--- src/rtl/trivium_stream_cipher_p.sv ---
// Trivium keystream engine (W bits/cycle) with INIT warm-up, lifetime limit and coded errors.
// Data latency 1 cycle; a pending output word stalls input (data_ready_o low) until drained.
module trivium_stream_cipher_p #(
  parameter int W           = 8,
  parameter int INIT_ROUNDS = 1152,
  parameter int LIFE_W      = 32
) (
  input  logic          clk,
  input  logic          rst,
  input  logic [79:0]   key_i,
  input  logic [79:0]   iv_i,
  input  logic          load_i,
  input  logic [W-1:0]  data_i,
  input  logic          data_valid_i,
  output logic          data_ready_o,
  output logic [W-1:0]  stream_o,
  output logic          stream_valid_o,
  input  logic          stream_ready_i,
  output logic          busy_o,
  output logic          err_o,
  output logic [1:0]    err_code_o,
  output logic [1:0]    state_o
);

  localparam int INIT_CYC = INIT_ROUNDS / W;
  localparam int CNT_W    = (INIT_CYC > 1) ? $clog2(INIT_CYC) : 1;

  typedef enum logic [1:0] {
    IDLE  = 2'd0,
    INIT  = 2'd1,
    READY = 2'd2,
    ERROR = 2'd3
  } state_t;

  state_t            state_q, state_d;
  logic [287:0]      s_q, s_step, s_load;
  logic [W-1:0]      ks;
  logic [CNT_W-1:0]  init_cnt_q;
  logic [LIFE_W-1:0] word_cnt_q;
  logic              rdy, accept, do_load, err_set, expired;
  logic [1:0]        err_code_d;

  // Vector bit k-1 holds Trivium state bit s(k); returns {z, next_state}.
  function automatic logic [288:0] trivium_step(input logic [287:0] s);
    logic t1, t2, t3, z;
    t1 = s[65]  ^ s[92];
    t2 = s[161] ^ s[176];
    t3 = s[242] ^ s[287];
    z  = t1 ^ t2 ^ t3;
    t1 = t1 ^ (s[90]  & s[91])  ^ s[170];
    t2 = t2 ^ (s[174] & s[175]) ^ s[263];
    t3 = t3 ^ (s[285] & s[286]) ^ s[68];
    return {z, s[286:177], t2, s[175:93], t1, s[91:0], t3};
  endfunction

  assign s_load = {3'b111, 112'b0, iv_i, 13'b0, key_i};

  always_comb begin
    s_step = s_q;
    ks     = '0;
    for (int i = 0; i < W; i++) begin
      {ks[i], s_step} = trivium_step(s_step);
    end
  end

  assign expired      = &word_cnt_q;
  assign accept       = rdy & data_valid_i;
  assign data_ready_o = rdy;
  assign busy_o       = (state_q == INIT);
  assign state_o      = state_q;

  always_comb begin
    state_d    = state_q;
    do_load    = 1'b0;
    rdy        = 1'b0;
    err_set    = 1'b0;
    err_code_d = 2'd0;
    case (state_q)
      IDLE: begin
        if (load_i) begin
          do_load = 1'b1;
          state_d = INIT;
        end
        if (data_valid_i) begin
          err_set    = 1'b1;
          err_code_d = 2'd1;
        end
      end
      INIT: begin
        if (load_i) begin
          do_load = 1'b1;
        end else if (init_cnt_q == CNT_W'(INIT_CYC - 1)) begin
          state_d = READY;
        end
        if (data_valid_i) begin
          err_set    = 1'b1;
          err_code_d = 2'd1;
        end
      end
      READY: begin
        if (expired) begin
          state_d    = ERROR;
          err_set    = 1'b1;
          err_code_d = 2'd2;
        end else begin
          // A load that will be honoured blocks data; an ignored load does not.
          rdy = stream_valid_o ? stream_ready_i : !load_i;
          if (load_i) begin
            if (stream_valid_o) begin
              err_set    = 1'b1;
              err_code_d = 2'd3;
            end else begin
              do_load = 1'b1;
              state_d = INIT;
            end
          end
        end
      end
      default: state_d = IDLE;
    endcase
  end

  always_ff @(posedge clk or posedge rst) begin
    if (rst) begin
      state_q        <= IDLE;
      s_q            <= '0;
      init_cnt_q     <= '0;
      word_cnt_q     <= '0;
      stream_o       <= '0;
      stream_valid_o <= 1'b0;
      err_o          <= 1'b0;
      err_code_o     <= 2'd0;
    end else begin
      state_q <= state_d;
      err_o   <= err_set;
      if (err_set) err_code_o <= err_code_d;

      if (do_load)                          s_q <= s_load;
      else if (state_q == INIT || accept)   s_q <= s_step;
      else if (state_q == ERROR)            s_q <= '0;

      if (do_load)                init_cnt_q <= '0;
      else if (state_q == INIT)   init_cnt_q <= init_cnt_q + 1'b1;

      if (state_q != READY)       word_cnt_q <= '0;
      else if (accept)            word_cnt_q <= word_cnt_q + 1'b1;

      if (accept) begin
        stream_o       <= data_i ^ ks;
        stream_valid_o <= 1'b1;
      end else if (state_q == ERROR || stream_ready_i) begin
        stream_valid_o <= 1'b0;
      end
    end
  end

endmodule

--- config.mk ---
export PLATFORM = sky130hd
export DESIGN_NAME = trivium_stream_cipher_p
export DESIGN_NICKNAME = d
export VERILOG_FILES = /design/src/rtl/trivium_stream_cipher_p.sv
export SDC_FILE = /design/constraint.sdc
export NUM_CORES = 1
export LEC_CHECK = 0
export ABC_AREA = 1
export CAP_MARGIN = 20
export CORE_ASPECT_RATIO = 2
export CORE_MARGIN = 10
export CORE_UTILIZATION = 52
export DETAILED_ROUTE_END_ITERATION = 7
export PLACE_DENSITY = 0.88
export REMOVE_ABC_BUFFERS = 1
export SYNTH_ARGS = -nofsm -noshare
export SYNTH_HDL_FRONTEND = slang
export SYNTH_SLANG_ARGS = --single-unit
--- constraint.sdc ---
create_clock -name clk -period 13.59 [get_ports clk]
set_input_delay 4.077 -clock clk [delete_from_list [all_inputs] [get_ports clk]]
set_output_delay 4.077 -clock clk [all_outputs]
set_load 0.1 [all_outputs]
==> reports/results.ini <==
[detailed_routing]
vias = 15400
vias_per_cell = 5.89
post-route-drc-count = 0
highest_layer = met4
firstDrtPassIters = 6
met3_length_um = 2680
drtIter0Drc = 1557
wl_um = 49900
wl_met1_um = 18200
drt-wirelength-per-cell_um = 19.1
ant_nets = 0
wl_met2_um = 25700

[global_routing]
track_usage_pct = 23.4
grt-ovfl-total = 0
grt_start_max_net_pins = 292
antenna_found_initial = 10
grt_pass1_wl_um = 79400
grt_pass1_vias = 15000

[yosys]
ys_ff_latch = 342
ys_seq_area_share_pct = 49.2
synthCells = 2076
yosysTopAreaCell = dfrtp_1
yosysTopAreaCellShare_pct = 49.2
yosysWarnings = 0
avgSynthCellArea_um2 = 8.38
ys_types = 33
synth_area_um2 = 17400
synthTopCellsByArea = dfrtp_1, nand3_1, nand2_1

[run]
cap_violations = 0

[floorplanning]
row_count = 94
fp.dieH_um = 279
io_pins = 189
coreArea_um2 = 32900
start_util_pct = 52.8
die_x_um = 149
die_area_um2 = 41600

[layout]
final_common_cell = nand3_1
area_delta_synth_final_pct = 16.3
final_area_um2 = 20200
fillers = 2736
nets = 2326
layout_common_cells = nand3_1, nand2_1, dfrtp_1, clkdlybuf4s50_1
drive_gt1_share_pct = 6.34

[critical_path]
slowest_delay_ns = 1.14
crit_type = input port to output port
end_kind = output port
crit_path_start_kind = input port
crit_path_max_fanout = 5
cp_slowest_cell = clkdlybuf4s50_1
required_ns = 9.51
path_cells = clkdlybuf4s50_1 -> nand2_1 -> nand2_1 -> nor2_2 -> and2_1 -> clkdlybuf4s50_1
worstPathArrival_ns = 6.27

[clocking]
cts_tree = yes
htreeDepth = 1
ctsLongestPathBuffers = 3
numCtsBuffers = 31
cts_resized = 0
clock-root-buffer = clkbuf_16
cts_sinks = 342
hold_buffers = 0
clk-insertion-delay-late_ns = 0.58
cts_setup_buffers = 0
clk_pin_slew_worst_paths_ns = 0.07

[sta]
setup_viol = 0
hold_viol_final = 0
slew_headroom_pct = 22.7
worst_pin_slew_ns = 1.16
max_freq_ghz = 0.0966
finalCriticalPeriod_ns = 10.35
tns_ns = 0
skew_ns = 0.0112
drv_slew = 0
grt_setup_unrepaired = no
fin_crit_sh_pct = 76.1

[outcome]
status = complete, no violations

[placement]
placed_cell_area_um2 = 19200
portBuffers = 188
hpwl_um = 32700
place_congestion = 0.954

[pwr]
p_per_area_nw_per_um2 = 112
leakage_nw = 8.48
power.total_mw = 2.27
peakVddDrop_mv = 0.108

[hold_path]
hold_class = register to register

## path summary, 6_finish.rpt
check / startpoint / endpoint / slack (ns) / cells after the start
worst max-delay path: load_i / data_ready_o / 3.24 / 6
worst min-delay path: stream_o[2]$_DFFE_PP0P_ / stream_o[2]$_DFFE_PP0P_ / 0.49 / 2
worst max register to register: word_cnt_q[0]$_DFFE_PP0P_ / s_q[216]$_DFFE_PP0P_ / 8.97 / 12
worst min register to register: stream_o[2]$_DFFE_PP0P_ / stream_o[2]$_DFFE_PP0P_ / 0.49 / 2
max in group asynchronous: rst / s_q[145]$_DFFE_PP0P_ / 8.15 / 3
min in group asynchronous: rst / s_q[29]$_DFFE_PP0P_ / 4.12 / 2
## layout make-up
type | count | area, um2 | area share [%]
antenna | 11 | 27.5 | 0.136
clock buffer | 32 | 779 | 3.85
clock inverter | 25 | 249 | 1.23
inverter | 173 | 662 | 3.27
multi-input combinational | 1402 | 7390 | 36.5
sequential | 342 | 8560 | 42.3
tap | 432 | 541 | 2.67
timing repair buffer | 201 | 2020 | 10.0
## power breakdown
part           switching (mW)  internal [mW]  leakage (nW)
Clock                   0.416          0.482         0.497
Sequential             0.0460           1.07          4.44
Combinational           0.135          0.113          3.54
## synth_stat cells
cell and instances:
nand2_1 370, nor2_1 76, o21a_1 1, o21ai_0 104, o21bai_1 1, buf_6 10
o21ai_1 15, and2_1 1, o21ai_2 50, or2_2 2, nand2_2 2, ha_1 2
clkbuf_1 48, dfrtp_1 342, nor2_2 1, inv_1 170, nand3_1 467, inv_2 3
buf_4 15, nor2_4 3, a21oi_1 2, a31oi_1 3, nand3b_1 1, nand3_2 2
nand4_1 168, nor3_1 15, o31ai_1 4, xnor2_1 57, buf_2 83, a21oi_4 1
buf_1 3, xor2_1 52, nand2_4 2
## per-layer routing
layer,vias up,GRT usage (%)
met5,-,0
met4,0,15.3
met3,164,2.84
met2,635,39.7
met1,7478,27.1
li1,7153,-
## cells by family after synthesis
group	after synthesis	synth area share (%)
buffers and inverters	332	8.51
and+or+nand+nor	1110	30.2
adders and majority gates	2	0.144
xor gates and xnor gates	109	5.49
DFF	342	49.2
AOI/OAI and AO/OA	181	6.46
## flip-flops by register name (all words and copies together) (netlist names)
name,cells
word_cnt_q,32
state_o,2
stream_o,8
err_o,1
stream_valid_o,1
err_code_o,2
init_cnt_q,8
s_q,288
## stage by stage
stage                     instances  hold slack (ns)  worst slack [ns]  utilization, %
final                          2618            0.490              3.24            61.4
after global routing           2617            0.524              3.19            61.4
after CTS                      2606            0.501              3.27            61.3
after detailed placement       2549            0.471              3.27            58.2
after global placement         2549            0.468              3.29            58.2
after floorplan                1917            0.449            0.0330               -
## worst max-delay path: cells and delay by family
family | cells | cell delay, ns
buf+inv | 2 | 1.63
simple gates | 4 | 0.55
No activity file was read; power rests on OpenSTA's default activity.
